--- src/rtl/sc_level_transition_seq_if.sv ---
// Handshake and pattern bus between a level controller and the transition sequencer.
// master drives the request side, slave is the sequencer.
interface sc_level_transition_seq_if #(
  parameter int ROWS  = 8,
  parameter int COLS  = 8,
  parameter int LVL_W = 3
);
  logic                   SC_LevelSeq_clear_InLow;
  logic                   SC_LevelSeq_start_InHigh;
  logic                   SC_LevelSeq_mode_InBUS;
  logic [LVL_W-1:0]       SC_LevelSeq_level_InBUS;
  logic [ROWS*COLS-1:0]   SC_LevelSeq_BACKG_InBUS;
  logic [ROWS*COLS-1:0]   SC_LevelSeq_POINT_InBUS;
  logic [ROWS*COLS-1:0]   SC_LevelSeq_BACKG_OutBUS;
  logic [ROWS*COLS-1:0]   SC_LevelSeq_POINT_OutBUS;
  logic [LVL_W-1:0]       SC_LevelSeq_level_OutBUS;
  logic                   SC_LevelSeq_busy_OutHigh;
  logic                   SC_LevelSeq_done_OutHigh;

  modport master (
    output SC_LevelSeq_clear_InLow, SC_LevelSeq_start_InHigh, SC_LevelSeq_mode_InBUS,
           SC_LevelSeq_level_InBUS, SC_LevelSeq_BACKG_InBUS, SC_LevelSeq_POINT_InBUS,
    input  SC_LevelSeq_BACKG_OutBUS, SC_LevelSeq_POINT_OutBUS, SC_LevelSeq_level_OutBUS,
           SC_LevelSeq_busy_OutHigh, SC_LevelSeq_done_OutHigh
  );

  modport slave (
    input  SC_LevelSeq_clear_InLow, SC_LevelSeq_start_InHigh, SC_LevelSeq_mode_InBUS,
           SC_LevelSeq_level_InBUS, SC_LevelSeq_BACKG_InBUS, SC_LevelSeq_POINT_InBUS,
    output SC_LevelSeq_BACKG_OutBUS, SC_LevelSeq_POINT_OutBUS, SC_LevelSeq_level_OutBUS,
           SC_LevelSeq_busy_OutHigh, SC_LevelSeq_done_OutHigh
  );
endinterface

--- src/rtl/sc_level_transition_seq.sv ---
// Level transition sequencer: instant swap or row wipe/reveal of a two-layer LED matrix.
// Optional point-layer blink after reveal when SC_LEVELSEQ_BLINK_EN is defined.
module sc_level_transition_seq #(
  parameter int ROWS        = 8,
  parameter int COLS        = 8,
  parameter int LVL_W       = 3,
  parameter int STEP_CYCLES = 25000000
) (
  input logic                      SC_LevelSeq_CLOCK_50,
  input logic                      SC_LevelSeq_RESET_InHigh,
  sc_level_transition_seq_if.slave seqBus
);
  localparam int W  = ROWS * COLS;
  localparam int RW = (ROWS > 1) ? $clog2(ROWS) : 1;
  localparam int CW = (STEP_CYCLES > 1) ? $clog2(STEP_CYCLES) : 1;
  localparam logic [RW-1:0] LAST_ROW  = RW'(ROWS - 1);
  localparam logic [CW-1:0] LAST_STEP = CW'(STEP_CYCLES - 1);

  typedef enum logic [2:0] {
    IDLE   = 3'd0,
    WIPE   = 3'd1,
    REVEAL = 3'd2,
`ifdef SC_LEVELSEQ_BLINK_EN
    BLINK  = 3'd3,
`endif
    DONE   = 3'd4
  } state_t;

  state_t           state_reg;
  logic [W-1:0]     backg_reg, point_reg, backgTgt_reg, pointTgt_reg;
  logic [LVL_W-1:0] level_reg;
  logic             mode_reg, busy_reg, done_reg;
  logic [CW-1:0]    stepCnt_reg;
  logic [RW-1:0]    rowIdx_reg;
`ifdef SC_LEVELSEQ_BLINK_EN
  logic [1:0]       blinkCnt_reg;
`endif

  logic             stepTick;
  logic [ROWS-1:0]  rowHit;
  logic [W-1:0]     backgWipe, pointWipe, backgLoad, pointLoad;

  assign stepTick = (stepCnt_reg == LAST_STEP);

  // Per-row candidates: the selected row is either blanked or taken from the latched target.
  genvar gi;
  generate
    for (gi = 0; gi < ROWS; gi++) begin : g_row
      assign rowHit[gi] = (rowIdx_reg == RW'(gi));
      assign backgWipe[gi*COLS +: COLS] = rowHit[gi] ? '0 : backg_reg[gi*COLS +: COLS];
      assign pointWipe[gi*COLS +: COLS] = rowHit[gi] ? '0 : point_reg[gi*COLS +: COLS];
      assign backgLoad[gi*COLS +: COLS] = rowHit[gi] ? backgTgt_reg[gi*COLS +: COLS]
                                                     : backg_reg[gi*COLS +: COLS];
      assign pointLoad[gi*COLS +: COLS] = rowHit[gi] ? pointTgt_reg[gi*COLS +: COLS]
                                                     : point_reg[gi*COLS +: COLS];
    end
  endgenerate

  always_ff @(posedge SC_LevelSeq_CLOCK_50) begin
    if (SC_LevelSeq_RESET_InHigh) begin
      state_reg    <= IDLE;
      backg_reg    <= '0;
      point_reg    <= '0;
      backgTgt_reg <= '0;
      pointTgt_reg <= '0;
      level_reg    <= '0;
      mode_reg     <= 1'b0;
      busy_reg     <= 1'b0;
      done_reg     <= 1'b0;
      stepCnt_reg  <= '0;
      rowIdx_reg   <= '0;
`ifdef SC_LEVELSEQ_BLINK_EN
      blinkCnt_reg <= '0;
`endif
    end else begin
      done_reg <= 1'b0;
      if (!seqBus.SC_LevelSeq_clear_InLow) begin
        state_reg   <= IDLE;
        busy_reg    <= 1'b0;
        backg_reg   <= '0;
        point_reg   <= '0;
        stepCnt_reg <= '0;
        rowIdx_reg  <= '0;
      end else begin
        case (state_reg)
          IDLE: begin
            if (seqBus.SC_LevelSeq_start_InHigh) begin
              backgTgt_reg <= seqBus.SC_LevelSeq_BACKG_InBUS;
              pointTgt_reg <= seqBus.SC_LevelSeq_POINT_InBUS;
              level_reg    <= seqBus.SC_LevelSeq_level_InBUS;
              mode_reg     <= seqBus.SC_LevelSeq_mode_InBUS;
              stepCnt_reg  <= '0;
              busy_reg     <= 1'b1;
              // Instant mode reuses REVEAL for its single full-frame load.
              state_reg    <= seqBus.SC_LevelSeq_mode_InBUS ? WIPE : REVEAL;
              rowIdx_reg   <= seqBus.SC_LevelSeq_mode_InBUS ? LAST_ROW : '0;
            end
          end
          WIPE: begin
            stepCnt_reg <= stepTick ? '0 : stepCnt_reg + CW'(1);
            if (stepTick) begin
              backg_reg <= backgWipe;
              point_reg <= pointWipe;
              if (rowIdx_reg == '0) state_reg <= REVEAL;
              else                  rowIdx_reg <= rowIdx_reg - RW'(1);
            end
          end
          REVEAL: begin
            if (!mode_reg) begin
              backg_reg <= backgTgt_reg;
              point_reg <= pointTgt_reg;
              state_reg <= DONE;
            end else begin
              stepCnt_reg <= stepTick ? '0 : stepCnt_reg + CW'(1);
              if (stepTick) begin
                backg_reg <= backgLoad;
                point_reg <= pointLoad;
                if (rowIdx_reg == LAST_ROW) begin
`ifdef SC_LEVELSEQ_BLINK_EN
                  state_reg    <= BLINK;
                  blinkCnt_reg <= '0;
`else
                  state_reg    <= DONE;
`endif
                end else begin
                  rowIdx_reg <= rowIdx_reg + RW'(1);
                end
              end
            end
          end
`ifdef SC_LEVELSEQ_BLINK_EN
          BLINK: begin
            stepCnt_reg <= stepTick ? '0 : stepCnt_reg + CW'(1);
            if (stepTick) begin
              // Odd ticks blank the point layer, even ticks restore it.
              point_reg    <= blinkCnt_reg[0] ? pointTgt_reg : '0;
              blinkCnt_reg <= blinkCnt_reg + 2'd1;
              if (blinkCnt_reg == 2'd3) state_reg <= DONE;
            end
          end
`endif
          DONE: begin
            done_reg  <= 1'b1;
            busy_reg  <= 1'b0;
            state_reg <= IDLE;
          end
          default: begin
            state_reg <= IDLE;
            busy_reg  <= 1'b0;
          end
        endcase
      end
    end
  end

  assign seqBus.SC_LevelSeq_BACKG_OutBUS = backg_reg;
  assign seqBus.SC_LevelSeq_POINT_OutBUS = point_reg;
  assign seqBus.SC_LevelSeq_level_OutBUS = level_reg;
  assign seqBus.SC_LevelSeq_busy_OutHigh = busy_reg;
  assign seqBus.SC_LevelSeq_done_OutHigh = done_reg;
endmodule

--- src/flat_wrapper.sv ---
// flat-port wrapper written by rule: the top's interface ports become plain ports
module sc_level_transition_seq_flat 
#(
  parameter int ROWS        = 8,
  parameter int COLS        = 8,
  parameter int LVL_W       = 3,
  parameter int STEP_CYCLES = 25000000
)
  (SC_LevelSeq_CLOCK_50, SC_LevelSeq_RESET_InHigh, seqBus_SC_LevelSeq_clear_InLow, seqBus_SC_LevelSeq_start_InHigh, seqBus_SC_LevelSeq_mode_InBUS, seqBus_SC_LevelSeq_level_InBUS, seqBus_SC_LevelSeq_BACKG_InBUS, seqBus_SC_LevelSeq_POINT_InBUS, seqBus_SC_LevelSeq_BACKG_OutBUS, seqBus_SC_LevelSeq_POINT_OutBUS, seqBus_SC_LevelSeq_level_OutBUS, seqBus_SC_LevelSeq_busy_OutHigh, seqBus_SC_LevelSeq_done_OutHigh);
  sc_level_transition_seq_if #(.ROWS(ROWS), .COLS(COLS), .LVL_W(LVL_W)) seqBus_i ();
  input logic SC_LevelSeq_CLOCK_50;
  input logic SC_LevelSeq_RESET_InHigh;
  input wire logic [$bits(seqBus_i.SC_LevelSeq_clear_InLow)-1:0] seqBus_SC_LevelSeq_clear_InLow;
  input wire logic [$bits(seqBus_i.SC_LevelSeq_start_InHigh)-1:0] seqBus_SC_LevelSeq_start_InHigh;
  input wire logic [$bits(seqBus_i.SC_LevelSeq_mode_InBUS)-1:0] seqBus_SC_LevelSeq_mode_InBUS;
  input wire logic [$bits(seqBus_i.SC_LevelSeq_level_InBUS)-1:0] seqBus_SC_LevelSeq_level_InBUS;
  input wire logic [$bits(seqBus_i.SC_LevelSeq_BACKG_InBUS)-1:0] seqBus_SC_LevelSeq_BACKG_InBUS;
  input wire logic [$bits(seqBus_i.SC_LevelSeq_POINT_InBUS)-1:0] seqBus_SC_LevelSeq_POINT_InBUS;
  output wire logic [$bits(seqBus_i.SC_LevelSeq_BACKG_OutBUS)-1:0] seqBus_SC_LevelSeq_BACKG_OutBUS;
  output wire logic [$bits(seqBus_i.SC_LevelSeq_POINT_OutBUS)-1:0] seqBus_SC_LevelSeq_POINT_OutBUS;
  output wire logic [$bits(seqBus_i.SC_LevelSeq_level_OutBUS)-1:0] seqBus_SC_LevelSeq_level_OutBUS;
  output wire logic [$bits(seqBus_i.SC_LevelSeq_busy_OutHigh)-1:0] seqBus_SC_LevelSeq_busy_OutHigh;
  output wire logic [$bits(seqBus_i.SC_LevelSeq_done_OutHigh)-1:0] seqBus_SC_LevelSeq_done_OutHigh;
  assign seqBus_i.SC_LevelSeq_clear_InLow = seqBus_SC_LevelSeq_clear_InLow;
  assign seqBus_i.SC_LevelSeq_start_InHigh = seqBus_SC_LevelSeq_start_InHigh;
  assign seqBus_i.SC_LevelSeq_mode_InBUS = seqBus_SC_LevelSeq_mode_InBUS;
  assign seqBus_i.SC_LevelSeq_level_InBUS = seqBus_SC_LevelSeq_level_InBUS;
  assign seqBus_i.SC_LevelSeq_BACKG_InBUS = seqBus_SC_LevelSeq_BACKG_InBUS;
  assign seqBus_i.SC_LevelSeq_POINT_InBUS = seqBus_SC_LevelSeq_POINT_InBUS;
  assign seqBus_SC_LevelSeq_BACKG_OutBUS = seqBus_i.SC_LevelSeq_BACKG_OutBUS;
  assign seqBus_SC_LevelSeq_POINT_OutBUS = seqBus_i.SC_LevelSeq_POINT_OutBUS;
  assign seqBus_SC_LevelSeq_level_OutBUS = seqBus_i.SC_LevelSeq_level_OutBUS;
  assign seqBus_SC_LevelSeq_busy_OutHigh = seqBus_i.SC_LevelSeq_busy_OutHigh;
  assign seqBus_SC_LevelSeq_done_OutHigh = seqBus_i.SC_LevelSeq_done_OutHigh;
  sc_level_transition_seq #(.ROWS(ROWS), .COLS(COLS), .LVL_W(LVL_W), .STEP_CYCLES(STEP_CYCLES)) u_core (.SC_LevelSeq_CLOCK_50(SC_LevelSeq_CLOCK_50), .SC_LevelSeq_RESET_InHigh(SC_LevelSeq_RESET_InHigh), .seqBus(seqBus_i));
endmodule
--- config.mk ---
export PLATFORM = sky130hd
export DESIGN_NAME = sc_level_transition_seq_flat
export DESIGN_NICKNAME = d
export VERILOG_FILES = /design/src/rtl/sc_level_transition_seq_if.sv /design/src/rtl/sc_level_transition_seq.sv /design/src/flat_wrapper.sv
export SDC_FILE = /design/constraint.sdc
export NUM_CORES = 1
export LEC_CHECK = 0
export CAP_MARGIN = 20
export CELL_PAD_IN_SITES_DETAIL_PLACEMENT = 0
export CELL_PAD_IN_SITES_GLOBAL_PLACEMENT = 1
export CORE_MARGIN = 10
export CORE_UTILIZATION = 37
export DETAILED_ROUTE_END_ITERATION = 10
export GPL_ROUTABILITY_DRIVEN = 0
export PLACE_DENSITY = 0.87
export SLEW_MARGIN = 5
export SYNTH_ARGS = -nofsm -noshare
export SYNTH_HDL_FRONTEND = slang
export SYNTH_SLANG_ARGS = --single-unit
--- constraint.sdc ---
create_clock -name SC_LevelSeq_CLOCK_50 -period 3.4 [get_ports SC_LevelSeq_CLOCK_50]
set_clock_uncertainty 0.15 [all_clocks]
set_input_delay 0.68 -clock SC_LevelSeq_CLOCK_50 [delete_from_list [all_inputs] [get_ports SC_LevelSeq_CLOCK_50]]
set_output_delay 0.68 -clock SC_LevelSeq_CLOCK_50 [all_outputs]
set_load 0.02 [all_outputs]
==> results of run 1 <==
## synthesized netlist by cell type (all sizes together) (3+ instances only)
cell	count	area share
a31oi	3	0.0018
and3	3	0.0018
or4	3	0.0025
xor2	11	0.0092
or3	7	0.0048
o21ai	9	0.0043
ha	8	0.0096
o31ai	5	0.0062
a21oi	144	0.069
o41ai	6	0.016
nand3	7	0.0038
xnor2	9	0.0075
nand4	15	0.0090
dfxtp	293	0.56
inv	13	0.0047
clkbuf	61	0.022
a22oi	3	0.0022
a41oi	3	0.0025
and4	4	0.0033
buf	11	0.0085
and2	4	0.0024
a22o	128	0.11
nand2	280	0.10
nor2b	7	0.0042
nor4	7	0.0042
nor2	24	0.0086
nor3	4	0.0019
o211ai	3	0.0022
## power breakdown
| group | leakage (nW) | total, mW | internal, mW | switching [mW] |
|---|---|---|---|---|
| clock network | 0.483 | 3.28 | 1.94 | 1.34 |
| registers | 2.37 | 3.58 | 3.52 | 0.0537 |
| logic | 2.47 | 0.552 | 0.258 | 0.294 |
## per-layer routing
metal	share of wire	up-vias	routed length (um)	global-route usage
li1	-	4353	-	-
met1	0.45	4215	14200	0.218
met2	0.43	297	13600	0.258
met3	0.096	42	3040	0.0609
met4	0.021	0	656	0.0471
met5	0	-	0	0
## stage by stage
step,setup WS (ps),utilization
final,564,0.523
after global routing,480,0.523
after CTS,583,0.523
after detailed placement,452,0.487
after global placement,489,0.487
after floorplan,833,-
## cell type report
| class | instances | area [sq um] |
|---|---|---|
| Clock inverter | 12 | 129 |
| Inverter | 13 | 48.8 |
| Tap cell | 378 | 473 |
| Timing Repair Buffer | 296 | 2930 |
| Sequential cell | 293 | 5870 |
| Fill cell | 2532 | 13300 |
| Clock buffer | 43 | 871 |
| Multi-Input combinational cell | 718 | 4260 |
## cell families (layout without fill, tap and decap cells)
family | Yosys count | after routing | share of synthesized area
AOI/OAI and AO/OA | 316 | 316 | 0.224
and+or+nand+nor | 373 | 373 | 0.153
adders and majority gates | 8 | 8 | 0.00957
xor gates and xnor gates | 20 | 20 | 0.0167
DFF | 293 | 293 | 0.561
muxes | 1 | 1 | 0.000957
buffers and inverters | 85 | 364 | 0.0350
## worst max-delay path, stage by stage (launching register included)
cell     delay, ps
dfxtp_1        430
or4b_1         490
or3_4          420
or3_1          530
o31ai_4        290
buf_4          290
a22o_1         180
## worst paths after layout
kind / end / slack [ps] / cells after the start
worst min register to register: u_core.backgTgt_reg[49]$_SDFFE_PP0P_ / 300 / 2
worst max-delay path: u_core.seqBus.SC_LevelSeq_BACKG_OutBUS[59]$_SDFFE_PP0P_ / 560 / 6
worst max register to register: u_core.seqBus.SC_LevelSeq_BACKG_OutBUS[59]$_SDFFE_PP0P_ / 560 / 6
worst min-delay path: u_core.backgTgt_reg[49]$_SDFFE_PP0P_ / 300 / 2
==> metrics.txt, run 1 <==
Tcrit/Tclk final 0.834; die width 188 um; design area 0.0146 sq mm; Netlist cell types 52; critical path startpoint category flop; ys async rst share 0; boundary pin count 269; most frequent cells in the layout dfxtp_1, nand2_1, clkdlybuf4s50_1, a21oi_1, a22o_1; Residual DRC 0; CTS tree built; Ys Warns 0; initial antenna violation count 0; post-route antenna net violation count 0; final wirelength 31.5 mm; clock slew at reported path FFs 60 ps; Syn Area/Cell 9.55 sq um; #FFs+latches synth 293; Setup Buffers After CTS 0; total gr overflow 0; most common cell after layout, fill and taps aside dfxtp_1; Critical Path Source u_core.stepCnt_reg[16]$_SDFFE_PP0P_; largest net degree at the start of global routing 88; diode count 0; reg-to-reg startpoint u_core.stepCnt_reg[16]$_SDFFE_PP0P_; Starting Density 0.376; WHS 302 ps; non-filler instance count after layout 1753; Max clock buf depth 3; unrepaired setup endpoints after global routing false; global-route usage over all layers 0.168; Required @ worst endpoint 3740 ps; per-cell routed wire length 18.0 um; Post-Syn Nets 1240; HPWL after DPL 21.9 mm; Final Power 7.41 mW; Post-synth EDFFs 0; min Tclk post-route 2840 ps; TritonCTS Buffers 31; final setup vio count 0; sequential area share after synthesis 0.561; H-Tree Level Count 1; LEAKAGE 5.33 nW; Setup crit end kind flop; placed inst area 0.0136 sq mm; Cells after Synth 1096; vias in the first global route 8848; First DRT Iteration DRCs 449; status finished clean; root buffer cell clkbuf_16; pwr/cell area 508 mW/mm^2; MaxCap Viol Count 0; setup TNS 0 ps; HP Class reg -> reg; post-CTS resize count 0; Final Slew Violations 0; via count 8907; die area 0.0354 sq mm; placed cells 1698; Slew HR 0.371; CTS Sinks 293; Mapped Area 0.0105 sq mm; Post-CTS Hold Fix Bufs 0; row cnt 61; Setup Crit Path Kind reg -> reg; clk_lat worst skew 540 ps; final hold viol count 0; crit path max fanout 15; Arr. time, crit path 3170 ps; DR vias/cell 5.08; I/O Buffers 268; fmax 353 MHz; hold_sp u_core.backgTgt_reg[49]$_SDFFE_PP0P_; ratio of cells with drive above 1 in the final layout 0.0895; CORE AREA 0.0279 sq mm; Pre-antenna DRT Iters 4; area grow syn2layout 39.3%; die height 188 um; first-pass GRT wire length 49.6 mm; Primary FF master, synth dfxtp_1; Max rail drop VDD 0.339 mV; nets@finish 1497; worst-margin pin slew 944 ps
(Power assumes the default switching activity.)
==> inputs of run 2 (changes only) <==
CORE_UTILIZATION = 33   (was 37)
PLACE_DENSITY = 0.83   (was 0.87)
clock period = 2.5 ns   (was 3.4 ns; I/O delays follow)
==> run 2 against run 1 <==
Effect of this change: combinational power increased by 48%; fmax increased by 14%; setup slack got worse by 560 ps; wire length increased by 5.1%; core utilization decreased by 3.4 points; via count increased by 1.5%; clock power increased by 53%; critical path depth unchanged; hold slack improved by 1.2 ps; power increased by 45%; cell count increased by 3.9%; global-route usage decreased by 0.84 points; critical path type unchanged; critical endpoint is now u_core.seqBus.SC_LevelSeq_POINT_OutBUS[19]$_SDFFE_PP0P_; largest cell class unchanged.
==> metrics.txt, run 2 (same netlist as run 1, synthesis figures left out) <==
CORE AREA 0.0314 sq mm; most frequent cells in the layout dfxtp_1, nand2_1, clkdlybuf4s50_1, a21oi_1, a22o_1; first-pass GRT wire length 50.6 mm; LEAKAGE 5.70 nW; global-route usage over all layers 0.160; final wirelength 33.1 mm; Arr. time, crit path 2790 ps; clk_lat worst skew 510 ps; Max clock buf depth 3; MaxCap Viol Count 0; Slew HR 0.546; final setup vio count 0; Max stage delay on crit path 510 ps; final hold viol count 0; HPWL after DPL 22.2 mm; HP Class reg -> reg; Setup crit end kind flop; die height 198 um; Multi-input gate area 0.00429 sq mm; nets@finish 1538; row cnt 65; Tcrit/Tclk final 0.999; unrepaired setup endpoints after global routing true; vias in the first global route 8951; Final Util 0.490; Hold Path Stages 2; pwr/cell area 697 mW/mm^2; die width 198 um; critical path startpoint category flop; post-route antenna net violation count 0; per-cell routed wire length 18.2 um; TritonCTS Buffers 34; clock slew at reported path FFs 60 ps; worst-margin pin slew 681 ps; CTS Sinks 293; First DRT Iteration DRCs 511; Max rail drop VDD 0.446 mV; DR vias/cell 4.96; placed cells 1752; CTS tree built; Final Slew Violations 0; FILL cells 2896; H-Tree Level Count 2; CP Cell Sequence or4b_1 -> or3_4 -> or3_4 -> o41ai_4 -> buf_12 -> a22o_1; Setup WS post-layout 3.33 ps; Post-CTS Hold Fix Bufs 0; root buffer cell clkbuf_16; non-filler instance count after layout 1821; Setup Crit Path Kind reg -> reg; largest net degree at the start of global routing 133; Pre-antenna DRT Iters 4; area grow syn2layout 46.9%; length in cells of the worst reg-to-reg path 6; boundary pin count 269; I/O Buffers 268; die area 0.0392 sq mm; fmax 401 MHz; Starting Density 0.333; Reg area 0.00587 sq mm; Residual DRC 0; via count 9039; crit path max fanout 16; ratio of cells with drive above 1 in the final layout 0.123; initial antenna violation count 2; status finished clean; Worst path slowest cell or4b_1; most common cell after layout, fill and taps aside dfxtp_1; total gr overflow 0; Required @ worst endpoint 2800 ps; CP most frequent cell or3_4; pre-CTS setup slack -125 ps; min Tclk post-route 2500 ps; Final Power 10.7 mW; diode count 0
## run 2: layout make-up
| class | count | share of cell area |
|---|---|---|
| timing repair buffer | 334 | 0.228 |
| clock buffer | 49 | 0.0671 |
| multi-input combinational | 718 | 0.279 |
| inverter | 13 | 0.00318 |
| sequential | 293 | 0.382 |
| clock inverter | 12 | 0.00773 |
| tap | 402 | 0.0327 |
## run 2: worst paths after layout
kind | startpoint | endpoint | slack, ps
max | u_core.stepCnt_reg[23]$_SDFFE_PP0P_ | u_core.seqBus.SC_LevelSeq_POINT_OutBUS[19]$_SDFFE_PP0P_ | 3
min | u_core.pointTgt_reg[40]$_SDFFE_PP0P_ | u_core.pointTgt_reg[40]$_SDFFE_PP0P_ | 300
max reg2reg | u_core.stepCnt_reg[23]$_SDFFE_PP0P_ | u_core.seqBus.SC_LevelSeq_POINT_OutBUS[19]$_SDFFE_PP0P_ | 3
min reg2reg | u_core.pointTgt_reg[40]$_SDFFE_PP0P_ | u_core.pointTgt_reg[40]$_SDFFE_PP0P_ | 300
## run 2: what timing repair did
item	in CTS	in global routing
pin swaps	0	8
hold endpoints to repair	0	0
resized for setup	4	12
setup buffers	2	4
endpoints found under the setup margin	58	128
gates cloned	1	2
## run 2: worst max-delay path: cells and delay by family, from the launching register on
kind / cells / cell delay [ps]
AOI/OAI and AO/OA: 2 / 510
and+or+nand+nor: 3 / 1290
DFF: 1 / 300
buffers and inverters: 1 / 190
## run 2: routing by layer
| layer | GRT usage | vias to the layer above | share of wire |
|---|---|---|---|
| li1 | - | 4437 | - |
| met1 | 0.202 | 4245 | 0.44 |
| met2 | 0.248 | 307 | 0.44 |
| met3 | 0.0652 | 46 | 0.10 |
| met4 | 0.0367 | 4 | 0.015 |
| met5 | 0 | - | 0.00082 |
## run 2: stage by stage
| stage | setup TNS, ps | cell area (sq um) | hold WS (ps) |
|---|---|---|---|
| after floorplan | -1150 | 10500 | 287 |
| after global placement | -242 | 14100 | 292 |
| after detailed placement | -1760 | 14100 | 297 |
| after CTS | -499 | 15300 | 304 |
| after global routing | -3440 | 15400 | 323 |
| final | 0 | 15400 | 303 |
## run 2: report_power, final
| part | total (mW) | leakage (nW) | switching [mW] | internal [mW] |
|---|---|---|---|---|
| Clock | 5.03 | 0.566 | 1.95 | 3.08 |
| Sequential | 4.86 | 2.38 | 0.0707 | 4.79 |
| Combinational | 0.818 | 2.75 | 0.414 | 0.403 |
==> inputs of run 3 (changes only) <==
CORE_UTILIZATION = 37   (was 33)
PLACE_DENSITY = 0.87   (was 0.83)
clock period = 2.45 ns   (was 2.5 ns; I/O delays follow)
==> run 3 against run 2 <==
Effect of this change: the run now ends with negative setup slack left; global-route usage grew 1.2 points; combinational power is 2% higher; largest power group is now sequential cells; die area fell by 9.7%; wire length decreased by 3.1%; design area down 0.87%; setup slack worse by 95 ps; first-iteration DRC count unchanged.
==> metrics.txt, run 3 (same netlist as run 1, synthesis figures left out) <==
Critical Path Source u_core.stepCnt_reg[23]$_SDFFE_PP0P_; Final Power 10.7 mW; placed cells 1731; clk_lat worst skew 550 ps; most frequent cells in the layout dfxtp_1, nand2_1, clkdlybuf4s50_1, a21oi_1, a22o_1; failing checks negative setup slack; R2R setup slack -90 ps; Worst path slowest cell or4b_1; Reg area 0.00587 sq mm; DR vias/cell 5.01; reg-to-reg startpoint u_core.stepCnt_reg[23]$_SDFFE_PP0P_; Final Util 0.547; Starting Density 0.376; final wirelength 32.1 mm; critical path startpoint category flop; non-filler instance count after layout 1795; Tcrit/Tclk final 1.04; fmax 393 MHz; Buf/Inv on CP 2; vias in the first global route 8873; Seq pwr share 0.464; area grow syn2layout 45.6%; largest net degree at the start of global routing 133; Max stage delay on crit path 520 ps; CP most frequent cell or3_4; Post-CTS Hold Fix Bufs 0; most common cell after layout, fill and taps aside dfxtp_1; post-route antenna net violation count 0; length in cells of the worst reg-to-reg path 7; final hold viol count 0; LEAKAGE 5.65 nW; clock group share of total power 0.458; Final Slew Violations 0; clock slew at reported path FFs 60 ps; global-route usage over all layers 0.171; Setup WS post-layout -91.3 ps; FILL cells 2456; boundary pin count 269; Setup Crit Path Kind reg -> reg; H-Tree Level Count 1; Sw Pwr 2.39 mW; WHS 284 ps; Arr. time, crit path 2890 ps; Setup crit end kind flop; TritonCTS Buffers 31; Pre-antenna DRT Iters 5; pwr/cell area 701 mW/mm^2; row cnt 61; First DRT Iteration DRCs 511; CP top delay family simple AND/OR/NAND/NOR gates; Max clock buf depth 3; nets@finish 1535; Required @ worst endpoint 2800 ps; die area 0.0354 sq mm; CTS Sinks 293; CTS tree built; total gr overflow 0; first-pass GRT wire length 50.1 mm; MaxCap Viol Count 0; CP Depth 7; die height 188 um; Net Sw Frac 0.224; I/O Buffers 268; Residual DRC 0; status complete, but fails checks; min Tclk post-route 2540 ps; per-cell routed wire length 17.9 um; P_int 8.29 mW; root buffer cell clkbuf_16; HP Class in -> reg; Slew HR 0.400; final setup vio count 54; Worst Setup EP u_core.seqBus.SC_LevelSeq_POINT_OutBUS[29]$_SDFFE_PP0P_; CORE AREA 0.0279 sq mm; via count 8985; CP Cell Sequence or4b_1 -> or3_4 -> or3_4 -> buf_4 -> o31ai_4 -> buf_12 -> a22o_1; Multi-input gate area 0.00428 sq mm; R2R Path End u_core.seqBus.SC_LevelSeq_POINT_OutBUS[29]$_SDFFE_PP0P_; Comb pwr share 0.078; initial antenna violation count 1; HPWL after DPL 21.7 mm; Max rail drop VDD 0.485 mV; crit path max fanout 16; worst-margin pin slew 900 ps; die width 188 um; ratio of cells with drive above 1 in the final layout 0.122; unrepaired setup endpoints after global routing true
## run 3: cell types whose count changed in the layout (fill, tap and decap cells not counted), moves of 2 or more
cell,before,now
clkinv_2,7,5
clkbuf_8,6,8
clkbuf_16,38,32
bufinv_16,2,4
dfxtp_2,3,1
inv_6,0,2
a21oi_2,0,2
buf_4,39,41
buf_16,2,0
## run 3: power groups by stage
stage | sequential (mW) | clock (mW) | combinational [mW]
3_3_place_gp | 5.06 | 0 | 0.830
4_1_cts | 4.96 | 5.01 | 0.843
5_1_grt | 4.97 | 5.24 | 0.916
6_report | 4.96 | 4.89 | 0.837
2_1_floorplan | 5.05 | 0 | 0.377
3_5_place_dp | 5.06 | 0 | 0.835
## run 3: tightest hold or removal path: cells and delay by family
kind | cells | cell delay [ps]
buf+inv | 2 | 270
compound gates | 1 | 40
simple gates | 1 | 130
## run 3: how the worst min path moves through the flow
stage / startpoint / to / slack (ps) / cells past startpoint
6_report: SC_LevelSeq_RESET_InHigh / u_core.rowIdx_reg[2]$_SDFFE_PP0P_ / 280 / 4
5_1_grt: SC_LevelSeq_RESET_InHigh / u_core.rowIdx_reg[1]$_SDFFE_PP0P_ / 280 / 4
4_1_cts: SC_LevelSeq_RESET_InHigh / u_core.rowIdx_reg[1]$_SDFFE_PP0P_ / 260 / 4
3_5_place_dp: u_core.backgTgt_reg[25]$_SDFFE_PP0P_ / u_core.backgTgt_reg[25]$_SDFFE_PP0P_ / 300 / 2
3_3_place_gp: u_core.pointTgt_reg[18]$_SDFFE_PP0P_ / u_core.pointTgt_reg[18]$_SDFFE_PP0P_ / 290 / 2
2_1_floorplan: u_core.backgTgt_reg[11]$_SDFFE_PP0P_ / u_core.backgTgt_reg[11]$_SDFFE_PP0P_ / 290 / 2
## run 3: layout make-up
class | instances | area share
repair buffers | 334 | 0.228
diodes | 1 | 0.000164
clock buffers | 45 | 0.0596
clock inverters | 13 | 0.0117
multi-input cells | 718 | 0.281
inverters | 13 | 0.00320
flip-flops and latches | 293 | 0.385
well taps | 378 | 0.0310
## run 3: through the flow
step / instance area (sq um) / worst slack (ps) / setup TNS, ps
floorplan: 10500 / -92.6 / -2940
global placement: 14100 / -72.9 / -3180
detailed placement: 14100 / -108 / -5130
CTS: 15200 / -67.8 / -2660
global route: 15200 / -151 / -7050
finish: 15200 / -91.3 / -1970
## run 3: per-layer routing
| layer | vias up | global-route usage | wire length [um] |
|---|---|---|---|
| li1 | 4434 | - | - |
| met1 | 4203 | 0.219 | 14300 |
| met2 | 303 | 0.265 | 14200 |
| met3 | 45 | 0.0631 | 3040 |
| met4 | 0 | 0.0480 | 652 |
| met5 | - | 0 | 0 |
## run 3: timing repair
action,4_1_cts,5_1_grt
pin swaps,0,14
setup buffers,2,4
gates cloned,1,1
setup endpoints to repair,65,153
resized for setup,4,11
